==> src/rtl/supernova_vmem_adapter.sv <==
// supernova_vmem_adapter: splits one VLEN-wide vector load/store into BEATS
// sequential XLEN-wide beats on the scalar data bus and reassembles load data
// into a single VLEN-wide completion. Misaligned bases and bus errors are
// reported back to the vector unit with vmem_err on the completion pulse.
module supernova_vmem_adapter #(
    parameter int VLEN = 256,
    parameter int XLEN = 64
) (
    input  logic            clk,
    input  logic            rst,
    input  logic            vmem_req,
    input  logic            vmem_we,
    input  logic [XLEN-1:0] vmem_addr,
    input  logic [VLEN-1:0] vmem_wdata,
    output logic [VLEN-1:0] vmem_rdata,
    output logic            vmem_ack,
    output logic            vmem_err,
    output logic            bus_req,
    output logic            bus_we,
    output logic [XLEN-1:0] bus_addr,
    output logic [XLEN-1:0] bus_wdata,
    input  logic [XLEN-1:0] bus_rdata,
    input  logic            bus_ack,
    input  logic            bus_err,
    output logic [63:0]     xfer_count
);

    localparam int BEATS  = VLEN / XLEN;
    localparam int BEAT_W = (BEATS > 1) ? $clog2(BEATS) : 1;
    localparam int OFF_W  = $clog2(XLEN / 8);
    localparam logic [XLEN-1:0]   STEP      = XLEN'(XLEN / 8);
    localparam logic [BEAT_W-1:0] LAST_BEAT = BEAT_W'(BEATS - 1);

    typedef enum logic [1:0] {
        ST_IDLE,
        ST_BEAT,
        ST_RESP
    } state_t;

    state_t            state_q,      state_d;
    logic [BEAT_W-1:0] beat_q,       beat_d;
    logic [VLEN-1:0]   wdata_q,      wdata_d;
    logic [VLEN-1:0]   rdata_q,      rdata_d;
    logic              bus_req_q,    bus_req_d;
    logic              bus_we_q,     bus_we_d;
    logic [XLEN-1:0]   bus_addr_q,   bus_addr_d;
    logic [XLEN-1:0]   bus_wdata_q,  bus_wdata_d;
    logic              vmem_ack_q,   vmem_ack_d;
    logic              vmem_err_q,   vmem_err_d;
    logic [63:0]       xfer_count_q, xfer_count_d;

    logic [BEAT_W-1:0] beat_inc;
    assign beat_inc = beat_q + BEAT_W'(1);

    // Next-state and next-output computation for the beat sequencer.
    always_comb begin
        // NOTE: every _d gets a default before the case so no path leaves it
        // unassigned; otherwise synthesis would infer a latch.
        state_d      = state_q;
        beat_d       = beat_q;
        wdata_d      = wdata_q;
        rdata_d      = rdata_q;
        bus_req_d    = bus_req_q;
        bus_we_d     = bus_we_q;
        bus_addr_d   = bus_addr_q;
        bus_wdata_d  = bus_wdata_q;
        vmem_ack_d   = 1'b0;
        vmem_err_d   = vmem_err_q;
        xfer_count_d = xfer_count_q;

        unique case (state_q)
            ST_IDLE: begin
                if (vmem_req) begin
                    wdata_d = vmem_wdata;
                    beat_d  = '0;
                    // Start from zero so stores and aborted loads return clean data.
                    rdata_d = '0;
                    if (vmem_addr[OFF_W-1:0] != '0) begin
                        // Misaligned base: complete with an error, no bus traffic.
                        state_d    = ST_RESP;
                        vmem_ack_d = 1'b1;
                        vmem_err_d = 1'b1;
                    end else begin
                        state_d     = ST_BEAT;
                        bus_req_d   = 1'b1;
                        bus_we_d    = vmem_we;
                        bus_addr_d  = vmem_addr;
                        bus_wdata_d = vmem_wdata[XLEN-1:0];
                    end
                end
            end
            ST_BEAT: begin
                // Responses only count while a beat is actually outstanding.
                if (bus_req_q) begin
                    if (bus_err) begin
                        // Error wins over a simultaneous ack; remaining beats are dropped.
                        state_d    = ST_RESP;
                        bus_req_d  = 1'b0;
                        bus_we_d   = 1'b0;
                        vmem_ack_d = 1'b1;
                        vmem_err_d = 1'b1;
                    end else if (bus_ack) begin
                        if (!bus_we_q) begin
                            rdata_d[beat_q*XLEN +: XLEN] = bus_rdata;
                        end
                        if (beat_q == LAST_BEAT) begin
                            state_d    = ST_RESP;
                            bus_req_d  = 1'b0;
                            bus_we_d   = 1'b0;
                            vmem_ack_d = 1'b1;
                            vmem_err_d = 1'b0;
                        end else begin
                            // Address wraps modulo 2^XLEN by construction.
                            beat_d      = beat_inc;
                            bus_addr_d  = bus_addr_q + STEP;
                            bus_wdata_d = wdata_q[beat_inc*XLEN +: XLEN];
                        end
                    end
                end
            end
            ST_RESP: begin
                state_d = ST_IDLE;
            end
            default: begin
                state_d = ST_IDLE;
            end
        endcase

        // Count every completion, successful or not, as the ack is issued.
        if (vmem_ack_d) begin
            xfer_count_d = xfer_count_q + 64'd1;
        end
    end

    // State and registered outputs; reset aborts any access without a completion.
    always_ff @(posedge clk or posedge rst) begin
        if (rst) begin
            state_q      <= ST_IDLE;
            beat_q       <= '0;
            wdata_q      <= '0;
            rdata_q      <= '0;
            bus_req_q    <= 1'b0;
            bus_we_q     <= 1'b0;
            bus_addr_q   <= '0;
            bus_wdata_q  <= '0;
            vmem_ack_q   <= 1'b0;
            vmem_err_q   <= 1'b0;
            xfer_count_q <= '0;
        end else begin
            // NOTE: non-blocking assignments so every flop samples the values
            // from before this edge, independent of statement order.
            state_q      <= state_d;
            beat_q       <= beat_d;
            wdata_q      <= wdata_d;
            rdata_q      <= rdata_d;
            bus_req_q    <= bus_req_d;
            bus_we_q     <= bus_we_d;
            bus_addr_q   <= bus_addr_d;
            bus_wdata_q  <= bus_wdata_d;
            vmem_ack_q   <= vmem_ack_d;
            vmem_err_q   <= vmem_err_d;
            xfer_count_q <= xfer_count_d;
        end
    end

    assign vmem_rdata = rdata_q;
    assign vmem_ack   = vmem_ack_q;
    assign vmem_err   = vmem_err_q;
    assign bus_req    = bus_req_q;
    assign bus_we     = bus_we_q;
    assign bus_addr   = bus_addr_q;
    assign bus_wdata  = bus_wdata_q;
    assign xfer_count = xfer_count_q;

endmodule

==> config.mk <==
export PLATFORM = sky130hd
export DESIGN_NAME = supernova_vmem_adapter
export DESIGN_NICKNAME = d
export VERILOG_FILES = /design/src/rtl/supernova_vmem_adapter.sv
export SDC_FILE = /design/constraint.sdc
export NUM_CORES = 1
export LEC_CHECK = 0
export ABC_CLOCK_PERIOD_IN_PS = 25400
export BUFFER_PORTS_ARGS = -buffer_cell sky130_fd_sc_hd__buf_2
export CELL_PAD_IN_SITES_DETAIL_PLACEMENT = 1
export CELL_PAD_IN_SITES_GLOBAL_PLACEMENT = 2
export CORE_AREA = 2 2 331 333
export CTS_CLUSTER_SIZE = 16
export DETAILED_ROUTE_END_ITERATION = 7
export DIE_AREA = 0 0 333 335
export MAX_ROUTING_LAYER = met4
export PLACE_DENSITY = 0.82
export RECOVER_POWER = 50
export REMOVE_ABC_BUFFERS = 1
export SLEW_MARGIN = 20
export SYNTH_ARGS = -nofsm -noshare
export SYNTH_HDL_FRONTEND = slang
export SYNTH_SLANG_ARGS = --single-unit
==> constraint.sdc <==
create_clock -name clk -period 25.4 [get_ports clk]
set_input_delay 1.27 -clock clk [delete_from_list [all_inputs] [get_ports clk]]
set_output_delay 1.27 -clock clk [all_outputs]
set_load 0.02 [all_outputs]
; Word-level counts from Yosys, hierarchy flattened
; Cells that the tools add are included.
[totals]
wordCells = 101
reg_bits = 712
out_inout_bits = 452
in_bits = 390
[classes]
shifts = 3
eq_ne = 12
n_reduce_logical = 11
n_mux = 60
n_addsub = 4
[op_table]
columns = cell, n
row1 = 256-bit two-way mux, 5
row2 = 64-bit two-way mux, 12
row3 = 256-bit one-hot mux with 2 select lines, 1
row4 = 256-bit bitwise mux, 1
row5 = 64-bit one-hot mux with 2 select lines, 2
row6 = "64-bit by 34-bit variable shift with 256-bit output, first input constant", 1
row7 = 256-bit by 9-bit indexed part select with 64-bit output, 1
row8 = 64-bit by 34-bit indexed part select with 256-bit output, 1
row9 = "64-bit by 1-bit adder with 64-bit output, second input constant", 1
row10 = "64-bit by 4-bit adder with 64-bit output, second input constant", 1
row11 = 8-bit negation with 34-bit output, 1
row12 = 6-bit AND reduction, 4
row13 = 1-bit two-way mux, 22
row14 = 2-bit two-way mux, 11
row15 = "2-bit inequality test, second input constant", 8
row16 = 1-bit one-hot mux with 2 select lines, 4
row17 = 2-bit one-hot mux with 2 select lines, 2
row18 = 7-bit AND reduction, 1
row19 = "3-bit inequality test, second input constant", 2
row20 = 4-bit AND reduction, 1
row21 = 3-bit AND reduction, 1
row22 = 3-bit nonzero test, 1
row23 = "2-bit by 1-bit adder with 2-bit output, second input constant", 1
row24 = "2-bit by 1-bit equality test with 1-bit output, second input constant", 1
row25 = 4 further kinds, 4

; Longest topological paths before layout
; Gate-level depths: netlist of run 1.
[depth]
word_depth = 8
ltp_mapped = 11

; Worst setup path after synthesis of run 1
; No wires, ideal clock.
[synth_path]
kind = input to register
from = input vmem_req
to = register xfer_count_q[16] (netlist: xfer_count[16])
cell_stages = 7
path_buffers = 3
slack_ps = 22342
arrival_ps = 2928
path_cell_list = or3b_2 -> clkbuf_1 -> o32ai_1 -> clkbuf_1 -> buf_1 -> nand4_1 -> xnor2_1
[synth_via]
elab_chain_len = 2
[synth_lines]
columns = item, line_no
row1 = start: declaration, 11  ; input logic vmem_req,
row2 = 1-bit two-way mux, 73  ; if (vmem_req) begin
row3 = 1-bit one-hot mux with 2 select lines, 71  ; unique case (state_q)
row4 = via vmem_ack_d, 48  ; logic vmem_ack_q, vmem_ack_d;
row5 = end signal: assignment, 162  ; xfer_count_q <= xfer_count_d;
row6 = end: declaration, 50  ; logic [63:0] xfer_count_q, xfer_count_d;
; The timed path passes the listed nets, and every way through them passes these cells.
; A chain may end at the register's enable or synchronous reset.

==> flow_summary.json, run 1 <==
{
  "status": "finished, violations left",
  "failed_checks": "capacitance limit, slew limit",
  "worstSetupPathType": "input port to asynchronous set/reset pin",
  "power.clock.fraction_pct": 36.9,
  "grt_pass1_wl_um": 192000,
  "synth_sequential_area_ratio_pct": 56.9,
  "final_routed_wire_length_divided_by_cell_count_um": 22.5,
  "drtAntennaViolNets": 0,
  "p_sw_uw": 1150,
  "fin_skew_ns": 0.0333,
  "grt_util_met3_pct": 7.10,
  "layout-drive-gt1-share_pct": 15.1,
  "track_usage_pct": 23.3,
  "final_util_pct": 36.2,
  "cts_max_level": 3,
  "achievable-frequency_mhz": 92.5,
  "max-clock-path-buffers": 3,
  "dp_cells": 5533,
  "synth_enable_flop_cells": 0,
  "max_cap_viol_count": 8,
  "slew_headroom_pct": -448,
  "via_count": 28400,
  "peakVddDrop_v": 0.0000592,
  "synth_top_flop_cell": "sky130_fd_sc_hd__dfrtp_1",
  "crit_path_top_cell_by_count": "sky130_fd_sc_hd__clkbuf_1",
  "power_density_nw_per_um2": 87.5,
  "postCtsResizedCells": 0,
  "ys_async_sr_fraction_pct": 100,
  "synth_cells": 3469,
  "whs_ns": 0.465,
  "initial_core_util_pct": 29.0,
  "floorplan.die.height_um": 335,
  "std_cell_core_area_um2": 108000,
  "dieWidth_um": 333,
  "pwr-share-seq_pct": 43.1,
  "yosysWarnings": 0,
  "hold_end": "wdata_q[24]",
  "grt-busiest-layer": "met2",
  "number_of_antenna_violations_at_the_first_check_in_global_routing": 67,
  "worst_r2r_startpoint": "state_q[0]",
  "worstSkewPairLatency_ns": 0.65,
  "yosys.cell_types.count": 65,
  "floorplan.die_area_um2": 112000,
  "critPathSlowestCell": "sky130_fd_sc_hd__clkbuf_1",
  "global_route.usage.met1_pct": 27.3,
  "hpwl_after_dpl_um": 92200,
  "portBuffers": 841,
  "rows": 121,
  "grt_pass1_vias": 28900,
  "final_worst_path_period_need_ns": 10.81,
  "timing.critical_path.buf_inv": 3,
  "critPathTopFamily": "buffers and inverters",
  "cp_cell_sequence": "clkbuf_1 -> clkinvlp_2 -> clkbuf_1",
  "setup_viol_count_final": 0,
  "cts_hold_repair.buffers": 0,
  "ys_seq_elements": 712,
  "p_leak_uw": 0.0177,
  "firstDrtPassIters": 7,
  "worst_pin_slew_ns": 8.23,
  "reg2regPathDepth": 7,
  "power_frac_comb_pct": 20.0,
  "drt_drc_violations_left": 0,
  "worstPathArrival_ns": 9.64,
  "finalCritPeriodShare_pct": 42.5,
  "hold_path.startpoint": "wdata_q[24]",
  "critical_path.reg2reg.endpoint": "bus_addr[38]",
  "internal_power_uw": 2280,
  "postRouteWirelength_um": 129000,
  "critPathRequiredTime_ns": 24.23,
  "cts_root_buffer": "sky130_fd_sc_hd__clkbuf_16",
  "synth_to_final_area_change_pct": 25.2,
  "path_clk_slew_ns": 0.06,
  "min_path_cells": 2,
  "dr.first_iter.drc_count": 1722,
  "timing.critical_path.to_type": "asynchronous set/reset pin",
  "nets": 4604,
  "setup.worst_path.start": "rst",
  "cpPeakStageDelay_ns": 5.48,
  "cts_setup_buffers": 0,
  "numClockSinks": 712,
  "netlist_area_um2": 31300,
  "hold_path_class": "flop to flop",
  "io_pins": 842,
  "cts_tree": "done",
  "cts_inserted_buffers": 86,
  "worst_setup_path_start_kind": "input port",
  "tns_ns": 0,
  "worst-path-max-fanout": 139,
  "gp_congestion": 0.885,
  "maxSlewViolCount": 668,
  "rsz_0062_raised_after_global_routing": "false",
  "timing.reg2reg.setup_slack_ns": 16.37,
  "route.detailed.vias_per_inst": 4.94,
  "switching_share_pct": 33.6,
  "cp_num_cells": 3,
  "postSynthAreaPerCell_um2": 9.02,
  "finish.cell_count_without_fillers": 5748,
  "fin_hold_viols": 0,
  "global_route.usage.met2_pct": 37.2,
  "grt_remaining_overflow": 0,
  "grt_start_max_net_pins": 171
}
[layout make-up]
type                    count  area [µm²]
repair buffers            876        3880
well taps                1414        1770
flip-flops and latches    712       17800
clock buffers             128        2490
multi-input cells        2515       12600
fillers                 13100       68900
inverters                  16        61.3
clock inverters            30         398
diodes                     57         143
[kinds of logic after synthesis]
| kind of cell | synth area share (%) |
|---|---|
| fa+ha+maj | 0.280 |
| xor+xnor | 1.76 |
| compound gates | 9.13 |
| mux | 4.70 |
| simple gates | 24.2 |
| buf+inv | 3.03 |
| flops | 56.9 |
[synth_stat cells (20+ instances only)]
library cell                  n  area share, %
sky130_fd_sc_hd__nand3_1     71            1.1
sky130_fd_sc_hd__mux4_2      64            4.6
sky130_fd_sc_hd__xnor2_1     27           0.76
sky130_fd_sc_hd__nand4_1     31           0.62
sky130_fd_sc_hd__o21ai_0    295            4.7
sky130_fd_sc_hd__a31oi_1     75            1.5
sky130_fd_sc_hd__nor2_1     128            1.5
sky130_fd_sc_hd__nor3_1      29           0.46
sky130_fd_sc_hd__clkbuf_1   207            2.5
sky130_fd_sc_hd__nand2_1   1513             18
sky130_fd_sc_hd__xor2_1      36            1.0
sky130_fd_sc_hd__nor4_1      21           0.42
sky130_fd_sc_hd__dfrtp_1    712             57
sky130_fd_sc_hd__a21oi_1     63            1.0
sky130_fd_sc_hd__and3_1      21           0.42
sky130_fd_sc_hd__o22ai_1     20           0.40
[metrics by stage]
stage / total power, µW / setup WS, ns / area, µm²
floorplan: 1890 / 2.93 / 30400
global placement: 2180 / 19.89 / 36800
detailed placement: 2200 / 19.86 / 36800
CTS: 3480 / 20.58 / 39700
global route: 3600 / 12.82 / 39200
finish: 3430 / 14.59 / 39200
[state kept, by name, summed over array words and instances, names as in the netlist]
register and count:
vmem_rdata 256, wdata_q 256, bus_addr 64, bus_wdata 64
xfer_count 64, beat_q 2, state_q 2, bus_req 1
bus_we 1, vmem_ack 1, vmem_err 1
[power by group through the flow]
stage	logic, µW	registers (µW)	clock network [µW]
2_1_floorplan	335	1550	0
3_3_place_gp	696	1480	0
3_5_place_dp	710	1490	0
5_1_grt	756	1500	1340
4_1_cts	713	1470	1290
6_report	686	1480	1270
[cell usage in the layout (no fill, tap or decap), types with 7 or more instances in the layout]
cell and instances:
sky130_fd_sc_hd__o22a_1 9, sky130_fd_sc_hd__a2bb2oi_1 11, sky130_fd_sc_hd__a31oi_1 75, sky130_fd_sc_hd__diode_2 57, sky130_fd_sc_hd__and4_1 8, sky130_fd_sc_hd__nand2_1 1509, sky130_fd_sc_hd__buf_4 29, sky130_fd_sc_hd__clkbuf_16 86
sky130_fd_sc_hd__and3_1 21, sky130_fd_sc_hd__clkinvlp_4 7, sky130_fd_sc_hd__clkinv_2 9, sky130_fd_sc_hd__mux4_2 64, sky130_fd_sc_hd__buf_2 387, sky130_fd_sc_hd__o21ai_0 295, sky130_fd_sc_hd__nand4_1 31, sky130_fd_sc_hd__nor3_1 27
sky130_fd_sc_hd__nand3_1 71, sky130_fd_sc_hd__nor4_1 17, sky130_fd_sc_hd__ha_1 7, sky130_fd_sc_hd__nor2_1 127, sky130_fd_sc_hd__xnor2_1 27, sky130_fd_sc_hd__dfrtp_1 712, sky130_fd_sc_hd__inv_1 15, sky130_fd_sc_hd__o22ai_1 20
sky130_fd_sc_hd__xor2_1 36, sky130_fd_sc_hd__a21oi_1 62, sky130_fd_sc_hd__clkbuf_8 18, sky130_fd_sc_hd__clkbuf_1 484
[routing by layer]
| metal | wire [µm] | share of wire (%) |
|---|---|---|
| met2 | 60700 | 47 |
| met4 | 6320 | 4.9 |
| met5 | 0 | 0 |
| met3 | 11000 | 8.5 |
| met1 | 51400 | 40 |
[worst reg2reg max path: stages (launching register included)]
cell                       delay, ns
sky130_fd_sc_hd__dfrtp_1        0.52
sky130_fd_sc_hd__nor3b_1        0.31
sky130_fd_sc_hd__clkbuf_1       5.50
sky130_fd_sc_hd__and2_0         1.48
sky130_fd_sc_hd__nor2_4         0.35
sky130_fd_sc_hd__buf_4          0.36
sky130_fd_sc_hd__nor4_1         0.32
sky130_fd_sc_hd__nor3_1         0.07
[how the worst max path moves through the flow]
stage / endpoint / slack [ns]
4_1_cts: vmem_rdata[187] / 20.58
3_5_place_dp: vmem_rdata[12] / 19.86
6_report: bus_addr[41] / 14.59
2_1_floorplan: bus_addr[61] / 2.93
5_1_grt: bus_addr[32] / 12.82
3_3_place_gp: vmem_rdata[187] / 19.89
Note: power is estimated with default switching activity, not from simulation.
==> inputs of run 2 (changes only) <==
--- a/config.mk
+++ b/config.mk
@@ -5,16 +5,17 @@
 export SDC_FILE = /design/constraint.sdc
 export NUM_CORES = 1
 export LEC_CHECK = 0
-export ABC_CLOCK_PERIOD_IN_PS = 25400
+export ABC_AREA = 1
+export ABC_CLOCK_PERIOD_IN_PS = 10900
 export BUFFER_PORTS_ARGS = -buffer_cell sky130_fd_sc_hd__buf_2
 export CELL_PAD_IN_SITES_DETAIL_PLACEMENT = 1
 export CELL_PAD_IN_SITES_GLOBAL_PLACEMENT = 2
-export CORE_AREA = 2 2 331 333
+export CORE_MARGIN = 2
+export CORE_UTILIZATION = 30
 export CTS_CLUSTER_SIZE = 16
 export DETAILED_ROUTE_END_ITERATION = 7
-export DIE_AREA = 0 0 333 335
 export MAX_ROUTING_LAYER = met4
-export PLACE_DENSITY = 0.82
+export PLACE_DENSITY = 0.87
 export RECOVER_POWER = 50
 export REMOVE_ABC_BUFFERS = 1
 export SLEW_MARGIN = 20
==> constraint.sdc (replaced) <==
create_clock -name clk -period 10.9 [get_ports clk]
set_input_delay 0.545 -clock clk [delete_from_list [all_inputs] [get_ports clk]]
set_output_delay 0.545 -clock clk [all_outputs]
set_load 0.02 [all_outputs]
==> run 2 against run 1 <==
Compared with the run above: register-to-register slack worse by 11 ns; clock skew up 0.0016 ns; the run still ends with capacitance limit, slew limit left; combinational power rose to 6.3 times the previous value; clock-buffer cell count down 7; synthesized cell count up 28%; first-iteration DRC count up 11%; largest cell class unchanged.
==> flow_summary.json, run 2 <==
{
  "status": "finished, violations left",
  "failed_checks": "capacitance limit, slew limit",
  "timing.reg2reg.setup_slack_ns": 5.80,
  "synth_top_flop_cell": "sky130_fd_sc_hd__dfrtp_1",
  "worst-path-max-fanout": 119,
  "worst_pin_slew_ns": 5.65,
  "slew_headroom_pct": -278,
  "portBuffers": 841,
  "synth_enable_flop_cells": 0,
  "grt_start_max_net_pins": 178,
  "hold_path_class": "input port to flop",
  "floorplan.die.height_um": 341,
  "cts_hold_repair.buffers": 0,
  "synth_to_final_area_change_pct": 23.5,
  "synth_cells": 4441,
  "gp_congestion": 0.911,
  "hpwl_after_dpl_um": 103000,
  "drtAntennaViolNets": 0,
  "critPathTopFamily": "buffers and inverters",
  "final_design_area_no_fill_um2": 42000,
  "yosysWarnings": 0,
  "cts_inserted_buffers": 86,
  "fill_cells": 14200,
  "worstSkewPairLatency_ns": 0.68,
  "rows": 123,
  "fin_skew_ns": 0.0349,
  "cpPeakStageDelay_ns": 3.11,
  "final-seq-area_um2": 17800,
  "grt_pass1_wl_um": 214000,
  "max-clock-path-buffers": 3,
  "detailed_place.area_um2": 39500,
  "route.detailed.vias_per_inst": 4.91,
  "cts_max_level": 3,
  "setup_viol_count_final": 0,
  "floorplan.die_area_um2": 116000,
  "number_of_antenna_violations_at_the_first_check_in_global_routing": 51,
  "min_path_cells": 3,
  "ys_async_sr_fraction_pct": 100,
  "most-common-layout-cells": "sky130_fd_sc_hd__nand2_1 (1714), sky130_fd_sc_hd__dfrtp_1 (711), sky130_fd_sc_hd__buf_2 (436), sky130_fd_sc_hd__nor2_1 (429), sky130_fd_sc_hd__clkbuf_1 (425)",
  "track_usage_pct": 24.9,
  "peakVddDrop_v": 0.000173,
  "path_clk_slew_ns": 0.06,
  "worst_r2r_startpoint": "state_q[0]",
  "cts_tree": "done",
  "fin_hold_viols": 0,
  "grt_remaining_overflow": 0,
  "firstDrtPassIters": 5,
  "final_common_cell": "sky130_fd_sc_hd__nand2_1",
  "worst_setup_path_start_kind": "input port",
  "hold_path.startpoint": "vmem_wdata[153]",
  "multiInputGateArea_um2": 14000,
  "dieWidth_um": 341,
  "worstSetupPathType": "input port to asynchronous set/reset pin",
  "cp_cell_sequence": "buf_2 -> clkinvlp_2 -> clkbuf_1",
  "timing.critical_path.to_type": "asynchronous set/reset pin",
  "drt_drc_violations_left": 0,
  "netlist_area_um2": 34000,
  "cp_num_cells": 3,
  "p_leak_uw": 0.0196,
  "rsz_0062_raised_after_global_routing": "false",
  "hold_end": "wdata_q[153]",
  "postSynthAreaPerCell_um2": 7.66,
  "synth_sequential_area_ratio_pct": 52.4,
  "reg2regPathDepth": 6,
  "grt_pass1_vias": 34200,
  "cts_root_buffer": "sky130_fd_sc_hd__clkbuf_16",
  "finalCritPeriodShare_pct": 59.4,
  "final_routed_wire_length_divided_by_cell_count_um": 21.2,
  "final_util_pct": 37.3,
  "yosys.cell_types.count": 34,
  "worstPathArrival_ns": 6.46,
  "postRouteWirelength_um": 143000,
  "maxSlewViolCount": 238,
  "final_worst_path_period_need_ns": 6.47,
  "power_density_nw_per_um2": 273,
  "cts_setup_buffers": 0,
  "ys_seq_elements": 712,
  "io_pins": 842,
  "dr.first_iter.drc_count": 1911,
  "max_cap_viol_count": 3,
  "whs_ns": 0.0772,
  "nets": 5556,
  "synth_top_cell_by_area": "sky130_fd_sc_hd__dfrtp_1",
  "initial_core_util_pct": 30.2,
  "timing.critical_path.buf_inv": 3,
  "critPathRequiredTime_ns": 10.89,
  "post_synth_main_area_contributors": "sky130_fd_sc_hd__dfrtp_1 (52%), sky130_fd_sc_hd__nand2_1 (19%), sky130_fd_sc_hd__nor2_1 (4.7%)",
  "critPathSlowestCell": "sky130_fd_sc_hd__clkinvlp_2",
  "via_count": 33300,
  "achievable-frequency_mhz": 155,
  "yosys.cell_count.top_type": "sky130_fd_sc_hd__nand2_1",
  "postCtsResizedCells": 0,
  "layout-drive-gt1-share_pct": 12.2,
  "critical_path.reg2reg.endpoint": "wdata_q[239]",
  "synth_top_area_share_pct": 52.4,
  "std_cell_core_area_um2": 112000,
  "numClockSinks": 712,
  "yosys-top-cells-count": "sky130_fd_sc_hd__nand2_1 (1716), sky130_fd_sc_hd__dfrtp_1 (712), sky130_fd_sc_hd__nor2_1 (429)"
}
[run 2: cell count changes in the layout (fill, tap and decap cells not counted), moves of 55 or more]
cell,previous run,this run
sky130_fd_sc_hd__nand3_1,71,317
sky130_fd_sc_hd__mux4_2,64,0
sky130_fd_sc_hd__nor2_1,127,429
sky130_fd_sc_hd__o31ai_1,3,58
sky130_fd_sc_hd__inv_1,15,304
sky130_fd_sc_hd__clkbuf_1,484,425
sky130_fd_sc_hd__o211ai_1,4,66
sky130_fd_sc_hd__nand2_1,1509,1714
[run 2: layout make-up]
| cell class | count | area share (%) |
|---|---|---|
| Tap cell | 1500 | 4.47 |
| Clock buffer | 121 | 5.84 |
| Inverter | 315 | 2.86 |
| Antenna cell | 45 | 0.268 |
| Sequential cell | 712 | 42.4 |
| Clock inverter | 36 | 1.17 |
| Timing Repair Buffer | 876 | 9.54 |
| Multi-Input combinational cell | 3168 | 33.4 |
[run 2: where the power goes]
group	internal (µW)	total (µW)	switching, µW
registers	3470	4140	675
logic	1100	4290	3190
clock network	1780	3020	1250
total	6340	11500	5110
[run 2: cells by family after synthesis]
family | Yosys count | synth area share (%)
and+or+nand+nor | 2552 | 30.0
DFF | 712 | 52.4
buffers and inverters | 561 | 6.52
AOI/OAI and AO/OA | 551 | 9.32
xor gates and xnor gates | 58 | 1.49
adders and majority gates | 7 | 0.258
[run 2: per-stage QoR]
step                 TNS, ns  power [µW]  instances  setup slack [ns]
floorplan           -8184.44        6800       4195             -9.62
global placement           0        8420       6571              6.52
CTS                        0       11600       6728              6.26
global route               0       12200       6770              3.15
finish                     0       11500       6773              4.43
detailed placement         0        8550       6571              6.40
[run 2: tightest hold or removal path: cells and delay by family]
| family | cells | cell delay [ns] |
|---|---|---|
| buffers and inverters | 1 | 0.07 |
| and+or+nand+nor | 2 | 0.09 |
[run 2: worst max path at each step]
stage,startpoint,endpoint
2_1_floorplan,rst,beat_q[0]
3_3_place_gp,beat_q[0],vmem_rdata[132]
3_5_place_dp,beat_q[0],vmem_rdata[153]
4_1_cts,beat_q[0],vmem_rdata[76]
5_1_grt,rst,wdata_q[218]
6_report,rst,wdata_q[227]
[run 2: metal layers]
metal  global-route usage, %  vias to the layer above  part of all wire (%)
met2                    39.9                      994                    48
met3                    4.89                      291                   6.1
met1                    30.1                    16300                    42
li1                        -                    15600                     -
met4                    11.6                        0                   4.7
met5                       -                        -                     0
